### config.mk
export PLATFORM = sky130hd
export DESIGN_NAME = speck_request_arbiter
export DESIGN_NICKNAME = d
export VERILOG_FILES = /design/src/rtl/speck_request_arbiter.sv
export SDC_FILE = /design/constraint.sdc
export NUM_CORES = 1
export LEC_CHECK = 0
export CAP_MARGIN = 20
export CORE_AREA = 2 2 600 602
export CTS_CLUSTER_DIAMETER = 100
export DETAILED_ROUTE_END_ITERATION = 10
export DIE_AREA = 0 0 602 604
export HOLD_SLACK_MARGIN = 0.05
export PLACE_DENSITY = 0.34
export SLEW_MARGIN = 20
export SYNTH_ARGS = -nofsm -noshare
export SYNTH_HDL_FRONTEND = slang
export SYNTH_SLANG_ARGS = --single-unit
### constraint.sdc
create_clock -name clk -period 3 [get_ports clk]
set_input_delay 0.6 -clock clk [delete_from_list [all_inputs] [get_ports clk]]
set_output_delay 0.6 -clock clk [all_outputs]
set_load 0.03 [all_outputs]
### src/rtl/speck_request_arbiter.sv
`default_nettype none
// ============================================================================
//  Module      : speck_request_arbiter
//  Description : Shares a single `encrypt` core between NUM_REQ requesters.
//                Requesters are picked round-robin. The granted requester's
//                plaintext and key are latched and handed to the core through
//                a start/finished handshake. The ciphertext, or a timeout
//                error, is returned to that requester only.
//  Revision    : 1.0 - initial release
// ----------------------------------------------------------------------------
//  Ports
//    clk             system clock, all logic on the rising edge
//    rst             synchronous active-high reset
//    req_valid       per-requester request; operands held stable until ready
//    req_ready       one-hot accept strobe, combinational, only in IDLE
//    req_plaintext   packed plaintexts, requester i at [i*DATA_W +: DATA_W]
//    req_key         packed keys, same layout as req_plaintext
//    rsp_valid       one-hot, one-cycle response strobe to the granted port
//    rsp_ciphertext  result, meaningful only while rsp_valid is non-zero
//    rsp_error       set together with rsp_valid when the core timed out
//    core_start      one-cycle start pulse to the core
//    core_finished   completion pulse from the core
//    core_plaintext  latched plaintext operand to the core
//    core_key        latched key operand to the core
//    core_ciphertext core result, sampled when core_finished is high
//    busy            high whenever the arbiter is not idle
// ============================================================================
module speck_request_arbiter #(
  parameter int NUM_REQ        = 4,
  parameter int DATA_W         = 128,
  parameter int TIMEOUT_CYCLES = 1024
) (
  input  logic                        clk,
  input  logic                        rst,
  input  logic [NUM_REQ-1:0]          req_valid,
  output logic [NUM_REQ-1:0]          req_ready,
  input  logic [NUM_REQ*DATA_W-1:0]   req_plaintext,
  input  logic [NUM_REQ*DATA_W-1:0]   req_key,
  output logic [NUM_REQ-1:0]          rsp_valid,
  output logic [DATA_W-1:0]           rsp_ciphertext,
  output logic                        rsp_error,
  output logic                        core_start,
  input  logic                        core_finished,
  output logic [DATA_W-1:0]           core_plaintext,
  output logic [DATA_W-1:0]           core_key,
  input  logic [DATA_W-1:0]           core_ciphertext,
  output logic                        busy
);

  localparam int IDX_W   = $clog2(NUM_REQ);
  // One spare bit so the counter can never wrap before the limit is hit.
  localparam int TIMER_W = $clog2(TIMEOUT_CYCLES) + 1;
  localparam logic [TIMER_W-1:0] TIMER_LAST = TIMER_W'(TIMEOUT_CYCLES - 1);
  localparam logic [IDX_W-1:0]   IDX_LAST   = IDX_W'(NUM_REQ - 1);

  typedef enum logic [1:0] {
    ST_IDLE    = 2'd0,
    ST_LAUNCH  = 2'd1,
    ST_WAIT    = 2'd2,
    ST_RESPOND = 2'd3
  } state_t;

  state_t             state;
  logic [IDX_W-1:0]   rr_ptr;
  logic [IDX_W-1:0]   grant;
  logic [TIMER_W-1:0] timer;

  logic [IDX_W-1:0]   sel;
  logic               found;
  logic [NUM_REQ-1:0] grant_onehot;
  logic [IDX_W-1:0]   next_ptr;

  // --------------------------------------------------------------------------
  // Round-robin pick. The scan runs from the farthest offset back to rr_ptr so
  // the last hit, which is the one kept, is the closest valid requester at or
  // after rr_ptr.
  // --------------------------------------------------------------------------
  always_comb begin
    logic [IDX_W-1:0] cand;
    sel   = '0;
    found = 1'b0;
    cand  = '0;
    for (int k = NUM_REQ - 1; k >= 0; k--) begin
      cand = IDX_W'((int'(rr_ptr) + k) % NUM_REQ);
      if (req_valid[cand]) begin
        sel   = cand;
        found = 1'b1;
      end
    end
  end

  always_comb begin
    req_ready = '0;
    if (state == ST_IDLE && found) begin
      req_ready[sel] = 1'b1;
    end
  end

  always_comb begin
    grant_onehot        = '0;
    grant_onehot[grant] = 1'b1;
  end

  assign next_ptr = (grant == IDX_LAST) ? '0 : grant + 1'b1;
  assign busy     = (state != ST_IDLE);

  // --------------------------------------------------------------------------
  // Control FSM. All outputs other than req_ready and busy are registered, so
  // core_start is raised on the IDLE->LAUNCH transition and rsp_valid on the
  // WAIT->RESPOND transition to line up with the LAUNCH and RESPOND cycles.
  // --------------------------------------------------------------------------
  always_ff @(posedge clk) begin
    if (rst) begin
      state          <= ST_IDLE;
      rr_ptr         <= '0;
      grant          <= '0;
      timer          <= '0;
      core_start     <= 1'b0;
      rsp_valid      <= '0;
      rsp_error      <= 1'b0;
      rsp_ciphertext <= '0;
      core_plaintext <= '0;
      core_key       <= '0;
    end else begin
      case (state)
        ST_IDLE: begin
          if (found) begin
            core_plaintext <= req_plaintext[int'(sel)*DATA_W +: DATA_W];
            core_key       <= req_key[int'(sel)*DATA_W +: DATA_W];
            grant          <= sel;
            core_start     <= 1'b1;
            state          <= ST_LAUNCH;
          end
        end

        ST_LAUNCH: begin
          core_start <= 1'b0;
          timer      <= '0;
          state      <= ST_WAIT;
        end

        ST_WAIT: begin
          // A finished pulse on the final timer cycle still counts as success.
          if (core_finished) begin
            rsp_ciphertext <= core_ciphertext;
            rsp_error      <= 1'b0;
            rsp_valid      <= grant_onehot;
            state          <= ST_RESPOND;
          end else if (timer == TIMER_LAST) begin
            rsp_ciphertext <= '0;
            rsp_error      <= 1'b1;
            rsp_valid      <= grant_onehot;
            state          <= ST_RESPOND;
          end else begin
            timer <= timer + 1'b1;
          end
        end

        ST_RESPOND: begin
          rsp_valid <= '0;
          rsp_error <= 1'b0;
          rr_ptr    <= next_ptr;
          state     <= ST_IDLE;
        end

        default: begin
          state <= ST_IDLE;
        end
      endcase
    end
  end

endmodule
`default_nettype wire
==> impl_metrics.py, run 1 <==
metrics = {
    "cts": {
        "cts_root_buffer": "clkbuf_16",
        "clk_pin_slew_ns": 0.06,
        "cts_buffers": 79,
        "clockBufferDepth": 4,
        "cts_hold_buffers": 0,
        "numClockSinks": 407,
        "cts_tree": "built",
        "h-tree-depth": 3,
        "clk_latency_ns": 0.81,
    },
    "logic_synthesis": {
        "synth.net_count": 3367,
        "ys_ff_latch": 407,
        "synth_area_per_cell_um2": 9.280,
        "ys_seq_area_share_pct": 39.93,
        "synth_cell_types": 42,
        "yosysTopAreaCell": "dfxtp_1",
        "syn_inst": 2199,
        "yosysWarnings": 0,
        "synth_top_area_share_pct": 39.93,
        "synth_area_mm2": 0.02041,
        "synthTopCellsByArea": "dfxtp_1, a221o_1, mux2_2, a21oi_1, nand3_1",
    },
    "critical_path": {
        "worstRegToRegCells": 9,
        "required_ns": 2.40,
        "startpoint": "req_valid[0]",
        "crit_end": "req_ready[1]",
        "timing.reg2reg.setup_slack_ns": 0.18,
        "critPathLaunchType": "primary input",
        "cp.arrival_ns": 2.30,
        "setup.worst_path.class": "primary input to output pin",
        "critPathMaxFanout": 4,
        "crit_path_end_kind": "output pin",
        "r2r-start": "rr_ptr[0]",
        "r2r-end": "core_plaintext[62]",
    },
    "global_routing": {
        "overflow": 0,
        "grt_antenna_before_repair": 358,
        "first_global_vias": 28270,
        "grt_max_degree": 64,
        "grt_first_pass_wirelength_um": 367200,
        "grt_use_total_pct": 15.99,
    },
    "sta": {
        "fmax_mhz": 344.9,
        "hold_viol_final": 0,
        "setup-violations-final": 0,
        "tightest_slew_ns": 0.9894,
        "skew_ns": 0.06108,
        "slew_headroom_pct": 33.34,
        "slew_viol_final": 0,
        "min_period_ns": 2.899,
        "finalCritPeriodShare_pct": 96.63,
        "holdWs_ns": 0.4010,
        "fin_setup_tns_ns": 0,
    },
    "pwr": {
        "p_leak_uw": 0.01613,
        "cellPowerDensity_mw_per_mm2": 684.7,
        "vdd_ir_drop_max_v": 0.0003940,
        "finalPower_uw": 32040,
    },
    "detailed_routing": {
        "first_pass_iters": 5,
        "routedWlPerCell_um": 34.60,
        "dr.first_iter.drc_count": 1938,
        "finalWirelength_um": 303500,
        "num_vias": 28680,
        "ant_nets": 0,
        "drc": 0,
        "vias_per_cell": 3.269,
    },
    "floorplan": {
        "rows": 220,
        "die_y_um": 604,
        "dieArea_mm2": 0.3636,
        "core-area_mm2": 0.3576,
        "start_util_pct": 5.707,
        "die_x_um": 602,
        "ioPinCount": 1554,
    },
    "placement": {
        "hpwl_um": 269400,
        "numPortBuffers": 1553,
        "gp_congestion": 0.9101,
    },
    "final_layout": {
        "nFillCells": 40530,
        "drive_gt1_share_pct": 15.44,
        "nets": 5031,
        "multiInputGateArea_mm2": 0.01134,
        "mostFrequentLayoutCells": "clkdlybuf4s50_1, dfxtp_1, a21oi_1",
        "mostFrequentLayoutCell": "clkdlybuf4s50_1",
        "areaGrowthSynthToFinish_pct": 129.3,
        "layout.area.seq_mm2": 0.008155,
        "final_core_util_pct": 13.09,
    },
    "flow_run": {
        "maxCapViolCount": 0,
    },
    "status": {
        "status": "finished, final reports clean",
    },
    "min_path": {
        "hold_path.class": "primary input to register",
    },
}
==> registers in the layout, summed over array words and instances (netlist names) <==
| register | cells |
|---|---|
| rsp_valid | 4 |
| core_plaintext | 128 |
| rr_ptr | 2 |
| grant | 2 |
| rsp_error | 1 |
| timer | 11 |
| core_key | 128 |
| state | 2 |
| rsp_ciphertext | 128 |
| core_start | 1 |
==> worst min path at each step <==
| stage | start | to | slack (ns) | cells past startpoint |
|---|---|---|---|---|
| after global routing | core_ciphertext[73] | rsp_ciphertext[73] | 0.34 | 2 |
| after floorplan | timer[10] | timer[10] | 0.44 | 2 |
| after detailed placement | rsp_ciphertext[59] | rsp_ciphertext[59] | 0.47 | 1 |
| after global placement | rsp_ciphertext[31] | rsp_ciphertext[31] | 0.47 | 1 |
| final | core_ciphertext[109] | rsp_ciphertext[109] | 0.40 | 2 |
| after CTS | core_ciphertext[110] | rsp_ciphertext[110] | 0.30 | 2 |
==> synthesized netlist by cell type (all sizes together) <==
cell type  number
dfxtp         407
or2             1
nand2b          4
a22o          129
nor3b           1
a211oi          1
mux2i           2
and3            5
and4            1
buf            64
a41oi           1
or4             1
nand4b          2
clkbuf        192
and4b           3
a21oi         265
or3             2
o2111ai         1
o31ai           1
nand3         262
and2            2
ha              9
o21ai         259
nor2b           5
nor3            5
a31oi           1
o311ai          1
nand2          13
inv             7
xnor2           6
a32o            4
nor4            5
a221o         256
nand4           2
nor2           22
mux2          256
o21ba           1
==> report_power, final <==
group	switching (µW)	internal [µW]
sequential	1050	6790
combinational	8350	6260
clock	3630	5960
total	13000	19000
==> metrics by stage <==
step                      area, µm²  setup WS [ns]  instances
final                         46800         0.1010       8773
after CTS                     46560       0.001483       8689
after floorplan               20410        0.05597       2199
after global placement        43790        -0.6872       8545
after global routing          46720      -0.008748       8743
after detailed placement      43790        -0.7229       8545
==> what timing repair did <==
action,in CTS,in global routing
pin swaps,6,5
setup endpoints to repair,7,3
gates resized for setup,25,4
buffers inserted,9,3
cloned,0,0
==> logic make-up after synthesis <==
family / after synthesis / synth area share (%)
AOI/OAI and AO/OA: 920 / 31.46
DFF: 407 / 39.93
and+or+nand+nor: 336 / 8.474
buffers and inverters: 263 / 5.102
muxes: 258 / 14.23
adders and majority gates: 9 / 0.5519
xor gates and xnor gates: 6 / 0.2575
==> worst max-delay path, stage by stage <==
cell and delay, ns:
clkdlybuf4s50_1 0.50, nor2b_4 0.18, or4_4 0.56, nand2_4 0.11
nand2_2 0.10, nor2_4 0.11, buf_12 0.13
==> final cells by class <==
cell class              count  share of cell area, %
clock buffers             108                  4.674
diodes                     81                 0.4331
repair buffers           1839                  39.43
flip-flops and latches    407                  17.43
inverters                   7                0.06417
multi-input cells        1529                  24.23
clock inverters            29                 0.9786
well taps                4773                  12.76
==> per-layer routing <==
layer / vias to the layer above / global-route usage [%] / share of wire, %
li1: 12070 / - / -
met1: 13810 / 16.70 / 36
met2: 1810 / 28.68 / 50
met3: 861 / 7.243 / 10
met4: 138 / 4.441 / 3.7
met5: - / 0 / 0.31
Note: power is estimated with default switching activity, not from simulation.
==> run 2: changes to the inputs <==
--- a/config.mk
+++ b/config.mk
@@ -5,7 +5,6 @@
 export SDC_FILE = /design/constraint.sdc
 export NUM_CORES = 1
 export LEC_CHECK = 0
-export CAP_MARGIN = 20
 export CORE_AREA = 2 2 600 602
 export CTS_CLUSTER_DIAMETER = 100
 export DETAILED_ROUTE_END_ITERATION = 10
==> results of run 2 <==
Final layout, timing and power as in run 1 (identical DEF).
